===== src/rtl/abs_diff_sequencer.sv =====
// Sequential |A-B| unit: two bits per cycle through one 2-bit add slice, negating on borrow.
// Optional ABS_DIFF_EQ_SHORTCUT_EN sends equal operands straight to DONE.
module abs_diff_sequencer #(
  parameter int unsigned WIDTH = 8
) (
  input  logic             clk,
  input  logic             rst_n,
  input  logic             start,
  input  logic [WIDTH-1:0] A,
  input  logic [WIDTH-1:0] B,
  output logic             busy,
  output logic             done,
  output logic [WIDTH-1:0] result,
  output logic             sign
);

  localparam int unsigned Slices = WIDTH / 2;
  localparam int unsigned IdxW   = (Slices > 1) ? $clog2(Slices) : 1;
  localparam logic [IdxW-1:0] LastIdx = IdxW'(Slices - 1);

  typedef enum logic [2:0] {StIdle, StSub, StChk, StNeg, StDone} stateE;

  stateE            stateQ, stateD;
  logic [IdxW-1:0]  idxQ, idxD;
  logic             carryQ, carryD;
  logic [WIDTH-1:0] aQ, aD, bQ, bD, dQ, dD;
  logic [WIDTH-1:0] resultQ, resultD;
  logic             signQ, signD;

  logic [1:0]       opX, opY;
  logic [2:0]       sliceSum;
  logic [WIDTH-1:0] dShift;

  // Operands shift right as slices are consumed; D fills from the top, so the
  // active slice is always bit pair [1:0].
  always_comb begin
    opX = aQ[1:0];
    opY = ~bQ[1:0];
    if (stateQ == StNeg) begin
      opX = ~dQ[1:0];
      opY = 2'b00;
    end
  end

  assign sliceSum = {1'b0, opX} + {1'b0, opY} + {2'b00, carryQ};
  assign dShift   = WIDTH'({sliceSum[1:0], dQ} >> 2);

  always_ff @(posedge clk) begin
    if (!rst_n) begin
      stateQ  <= StIdle;
      idxQ    <= '0;
      carryQ  <= 1'b0;
      aQ      <= '0;
      bQ      <= '0;
      dQ      <= '0;
      resultQ <= '0;
      signQ   <= 1'b0;
    end else begin
      stateQ  <= stateD;
      idxQ    <= idxD;
      carryQ  <= carryD;
      aQ      <= aD;
      bQ      <= bD;
      dQ      <= dD;
      resultQ <= resultD;
      signQ   <= signD;
    end
  end

  always_comb begin
    stateD  = stateQ;
    idxD    = idxQ;
    carryD  = carryQ;
    aD      = aQ;
    bD      = bQ;
    dD      = dQ;
    resultD = resultQ;
    signD   = signQ;
    unique case (stateQ)
      StIdle, StDone: begin
        if (start) begin
          aD     = A;
          bD     = B;
          carryD = 1'b1;
          idxD   = '0;
          stateD = StSub;
`ifdef ABS_DIFF_EQ_SHORTCUT_EN
          if (A == B) begin
            stateD  = StDone;
            resultD = '0;
            signD   = 1'b0;
          end
`endif
        end else begin
          stateD = StIdle;
        end
      end
      StSub: begin
        aD     = aQ >> 2;
        bD     = bQ >> 2;
        dD     = dShift;
        carryD = sliceSum[2];
        idxD   = idxQ + 1'b1;
        if (idxQ == LastIdx) stateD = StChk;
      end
      StChk: begin
        // Final carry out of A + ~B + 1 is set exactly when no borrow, i.e. A >= B.
        if (carryQ) begin
          stateD  = StDone;
          resultD = dQ;
          signD   = 1'b0;
        end else begin
          stateD = StNeg;
          carryD = 1'b1;
          idxD   = '0;
        end
      end
      StNeg: begin
        dD     = dShift;
        carryD = sliceSum[2];
        idxD   = idxQ + 1'b1;
        if (idxQ == LastIdx) begin
          stateD  = StDone;
          resultD = dShift;
          signD   = 1'b1;
        end
      end
      default: stateD = StIdle;
    endcase
  end

  always_comb begin
    busy = 1'b0;
    done = 1'b0;
    unique case (stateQ)
      StSub, StChk, StNeg: busy = 1'b1;
      StDone:              done = 1'b1;
      default:             ;
    endcase
  end

  assign result = resultQ;
  assign sign   = signQ;

endmodule


===== config.mk =====
export PLATFORM = sky130hd
export DESIGN_NAME = abs_diff_sequencer
export DESIGN_NICKNAME = d
export VERILOG_FILES = /design/src/rtl/abs_diff_sequencer.sv
export SDC_FILE = /design/constraint.sdc
export NUM_CORES = 1
export LEC_CHECK = 0
export BUFFER_PORTS_ARGS = -buffer_cell sky130_fd_sc_hd__buf_2
export CAP_MARGIN = 20
export CORE_MARGIN = 5
export CORE_UTILIZATION = 57
export DETAILED_ROUTE_END_ITERATION = 12
export GPL_ROUTABILITY_DRIVEN = 0
export PLACE_DENSITY_LB_ADDON = 0.15
export SLEW_MARGIN = 20
export SYNTH_ARGS = -nofsm -noshare
export SYNTH_HDL_FRONTEND = slang
export SYNTH_SLANG_ARGS = --single-unit

===== constraint.sdc =====
create_clock -name clk -period 4.5 [get_ports clk]
set_input_delay 0.675 -clock clk [delete_from_list [all_inputs] [get_ports clk]]
set_output_delay 0.675 -clock clk [all_outputs]
set_load 0.01 [all_outputs]

* After elaboration in Yosys (flattened, before gate mapping)
Cells that the tools add are included.
Storage, ports and cells: bits in registers 39, output and inout bits 11
Cells by class: reduce and logical (&&, ||, !) cells 12, muxes and demuxes 24, bitwise gates (word level) 2, equality and inequality tests 10, add/sub/neg operators 3
Operator list (number):
- 8-bit case mux with 2 select lines | 3
- 8-bit two-way mux | 4
- 3-bit case mux with 4 select lines | 1
- 3-bit two-way mux | 3
- 2-bit two-way mux | 4
- 2-bit != test, second input constant | 4
- 3-bit by 2-bit equality test with 1-bit output, second input constant | 2
- 1-bit two-way mux | 6
- 2-bit case mux with 3 select lines | 1
- 2-bit AND reduction | 3
- 3-bit AND reduction | 2
- 2-bit inverter | 2
- 2-bit nonzero test | 2
- 2-bit OR reduction | 2
- 2-bit by 2-bit adder with 3-bit output | 1
- 3-bit by 1-bit adder with 3-bit output | 1
- 3-bit by 1-bit equality test with 1-bit output, second input constant | 1
- 3-bit equality test, second input constant | 1
- 3-bit zero test | 1
- 1-bit case mux with 3 select lines | 1
- 3-bit nonzero test | 1
- 3-bit OR reduction | 1
- 2-bit by 1-bit adder with 2-bit output, second input constant | 1
- 2-bit equality test, second input constant | 1
- other kinds (2) | 2

* Longest topological paths before layout
depth in word-level cells 6, gate-level depth with buffers 9, mapped depth without buffers 8

* Worst setup path before layout
Ideal clock, no wire load.
path kind flip-flop to flip-flop, from register stateQ[0], to register resultQ[7], in the netlist result[7], setup time 124 ps, stages on the path, launching flop included 10, setup slack 2367 ps, required time 4376 ps, clock period less this slack 2133 ps, arrival 2009 ps, cell sequence dfxtp_1 > buf_4 > nand3b_1 > nor2_1 > a21oi_1 > fa_1 > fa_1 > nand2_1 > o211ai_1 > mux2i_1
On the way: cells in the longest elaborated chain, start to end 6, elaborated cells on any way between the ends 12
Ends and longest elaborated chain:
- start: declaration | line 23 | stateE stateQ, stateD;
- start signal: assignment | line 50 | stateQ <= StIdle;
- start signal: assignment | line 59 | stateQ <= stateD;
- 3-bit by 2-bit equality test with 1-bit output | line 39, 79
- 2-bit two-way mux | line 39 | if (stateQ == StNeg) begin
- 2-bit by 2-bit adder with 3-bit output | line 45 | assign sliceSum = {1'b0, opX} + {1'b0, opY} + {2'b00, carryQ};
- 3-bit by 1-bit adder with 3-bit output | line 45
- 8-bit two-way mux | line 122 | if (idxQ == LastIdx) begin
- 8-bit case mux with 2 select lines | line 79 | unique case (stateQ)
- end signal: assignment | line 65 | resultQ <= resultD;
- end: declaration | line 27 | logic [WIDTH-1:0] resultQ, resultD;
Several ways; a longest one is shown, not always the timed one. The select of a mux whose other input is x is not followed. A chain may end at the register's enable or synchronous reset.

* Worst setup path in the final report
Same ends and word-level chain as after synthesis.

==> results.sh <==
export IMPL_status="finished clean"
export IMPL_cts_resized=0
export IMPL_crit_path_top_delay_cell="dfxtp_1"
export IMPL_htreeDepth=2
export IMPL_grt_first_pass_wirelength_um=6465
export IMPL_cts_tree="built"
export IMPL_cts_buffers=5
export IMPL_async_reset_ff_share_pct=0
export IMPL_syn_to_final_growth_pct=8.202
export IMPL_yosys_register_bits=39
export IMPL_slew_headroom_pct=32.88
export IMPL_wl_um=3781
export IMPL_clock_skew_final_ns=0.006562
export IMPL_vias=1493
export IMPL_clk_pin_slew_worst_paths_ns=0.11
export IMPL_synth_edff_count=0
export IMPL_multi_input_area_um2=935.9
export IMPL_endpoint_kind="flip-flop"
export IMPL_synthCells=198
export IMPL_final_area_um2=1981
export IMPL_critical_path_class="flip-flop to flip-flop"
export IMPL_period_share_pct=63.16
export IMPL_synth_top_family_by_area="compound AO/OA/AOI/OAI gates"
export IMPL_worst_path_max_fanout=23
export IMPL_worst_pin_slew_ns=1.002
export IMPL_holdPathStages=2
export IMPL_diodes=0
export IMPL_postLayoutCoreUtil_pct=64.35
export IMPL_die_h_um=66.67
export IMPL_vias_per_cell=5.742
export IMPL_initial_core_util_pct=59.47
export IMPL_post_synth_and_or_nand_nor_area_fraction_pct=19.96
export IMPL_critPathTopFamily="adder cells"
export IMPL_avgSynthCellArea_um2=9.245
export IMPL_wl_per_cell_um=14.54
export IMPL_cts_hold_fix_buffers=0
export IMPL_cts_sinks=39
export IMPL_setup_slack_ns=1.658
export IMPL_synth_nets=220
export IMPL_firstDrtPassIters=5
export IMPL_slowest_delay_ns=0.90
export IMPL_finalHoldViolations=0
export IMPL_drt_iter0_markers=103
export IMPL_dp_hpwl_um=2625
export IMPL_dieWidth_um=66.67
export IMPL_grt_pass1_vias=1408
export IMPL_grt_setup_unrepaired="false"
export IMPL_num_fill_cells=275
export IMPL_min_delay_start="result[6]"
export IMPL_netlist_area_um2=1831
export IMPL_num_io_pins=30
export IMPL_synthAdderAreaFrac_pct=2.871
export IMPL_drive_above_1_share_pct=18.52
export IMPL_post_place_ws_ns=1.700
export IMPL_crit_path_start_kind="flip-flop"
export IMPL_yosysSeqAreaShare_pct=42.65
export IMPL_max_cap_violations=0
export IMPL_synthFlopType="dfxtp_1"
export IMPL_ys_warnings_count=0
export IMPL_path_cells="nand3b_1, nor2_1, a21oi_1, fa_1, fa_1, nand2_1, o211ai_1, mux2i_1"
export IMPL_synth_compound_area_share_pct=22.28
export IMPL_crit_buf_inv=0
export IMPL_hold_end="result[6]"
export IMPL_path_common_cell="fa_1"
export IMPL_setup_tns_ns=0
export IMPL_register_area_um2=780.7
export IMPL_p_leak_uw=0.0008765
export IMPL_synth_xor_area_share_pct=0.4785
export IMPL_cp_arrival_ns=3.06
export IMPL_io_buffer_count=29
export IMPL_ir_drop_mv=0.2408
export IMPL_cts_root_buf="clkbuf_4"
export IMPL_track_usage_pct=18.83
export IMPL_drcViolationCount=0
export IMPL_rows=20
export IMPL_ctsLongestPathBuffers=2
export IMPL_die_area_um2=4445
export IMPL_placed_cell_area_um2=1924
export IMPL_worstPathRequired_ns=4.72
export IMPL_antenna_left=0
export IMPL_finalMaxSlewViolations=0
export IMPL_r2r_end="result[7]"
export IMPL_r2r_setup_slack_ns=1.66
export IMPL_setup_violations=0
export IMPL_cellPowerDensity_nw_per_um2=322.2
export IMPL_r2r_start="stateQ[0]"
export IMPL_muxShareOfSynthArea_pct=5.537
export IMPL_reg2regPathDepth=8
export IMPL_grt_max_degree=46
export IMPL_synthDistinctLibCells=37
export IMPL_clock_latency_ns=0.34
export IMPL_fin_nets=238
export IMPL_cts_setup_buffers=0
export IMPL_core_area_um2=3078
export IMPL_hp_class="flip-flop to flip-flop"
export IMPL_antenna_found_initial=0
export IMPL_overflow=0
export IMPL_clock_fmax_mhz=351.8
export IMPL_fin_crit_ns=2.842
-- worst reg2reg max path, cell delays in order, from the launching register on --
cell	delay, ns
dfxtp_1	0.90
nand3b_1	0.36
nor2_1	0.17
a21oi_1	0.08
fa_1	0.44
fa_1	0.51
nand2_1	0.06
o211ai_1	0.11
mux2i_1	0.10
-- how the worst max path moves through the flow --
stage | startpoint | to | cells after the start
floorplan | stateQ[0] | result[7] | 9
global placement | stateQ[0] | result[7] | 8
detailed placement | stateQ[0] | result[7] | 8
CTS | stateQ[0] | result[7] | 8
global route | stateQ[0] | result[7] | 8
finish | stateQ[0] | result[7] | 8
-- final cells by class --
type	count	area share (%)
Multi-Input combinational cell	139	47.25
Inverter	2	0.3790
Clock inverter	1	0.2527
Tap cell	44	2.780
Clock buffer	6	2.590
Sequential cell	39	39.42
Timing Repair Buffer	29	7.328
-- synthesized netlist by cell type, types with 3 or more instances --
master	number	share of area (%)
nand3_1	20	5.5
clkbuf_1	6	1.2
dfxtp_1	39	43
nand2_1	30	6.2
a22oi_1	12	4.9
o21ai_0	3	0.82
mux2i_1	9	4.9
a21oi_1	4	1.1
buf_6	3	1.8
buf_2	7	1.9
a21boi_0	16	6.6
o211a_1	8	4.4
nand2b_1	3	1.0
nor2_1	5	1.0
-- placed cells by master (no fill, tap or decap), types with 3 or more instances in the layout --
master	count
dfxtp_1	39
buf_2	29
o211a_1	8
a21boi_0	16
a21oi_1	4
nand2_1	30
nand2b_1	3
mux2i_1	9
o21ai_0	3
nand3_1	20
a22oi_1	12
clkbuf_4	5
nor2_1	5
-- per-layer routing --
layer / routed length (um) / track usage, % / vias to the layer above
li1: - / - / 737
met3: 206 / 4.722 / 9
met2: 1753 / 30.69 / 40
met5: 0 / 0 / -
met4: 70 / 5.838 / 0
met1: 1750 / 24.30 / 707
-- where the power goes --
| part | internal [uW] | switching, uW |
|---|---|---|
| clock network | 72.5 | 110 |
| logic | 35.4 | 44.5 |
| registers | 360 | 15.3 |
| total | 468 | 170 |
-- state kept, by name (all words and copies together) (netlist names) --
| signal | flops |
|---|---|
| result | 8 |
| idxQ | 2 |
| dQ | 8 |
| sign | 1 |
| stateQ | 3 |
| carryQ | 1 |
| aQ | 8 |
| bQ | 8 |
-- stage by stage --
step / cells / power, uW / hold slack (ns)
4_1_cts: 260 / 639.6 / 0.4658
6_report: 260 / 638.1 / 0.4668
3_3_place_gp: 253 / 458.0 / 0.4418
5_1_grt: 260 / 666.8 / 0.4896
2_1_floorplan: 198 / 443.8 / 0.4337
3_5_place_dp: 253 / 462.7 / 0.4498
-- logic make-up (layout without fill, tap and decap cells) --
| family | Yosys count | after routing |
|---|---|---|
| AO/OA/AOI/OAI | 53 | 53 |
| XOR/XNOR | 1 | 1 |
| adder cells (fa/ha/maj) | 3 | 3 |
| buffers and inverters | 20 | 38 |
| flip-flops | 39 | 39 |
| multiplexers | 10 | 10 |
| AND/OR/NAND/NOR | 72 | 72 |
No activity file was read; power rests on OpenSTA's default activity.
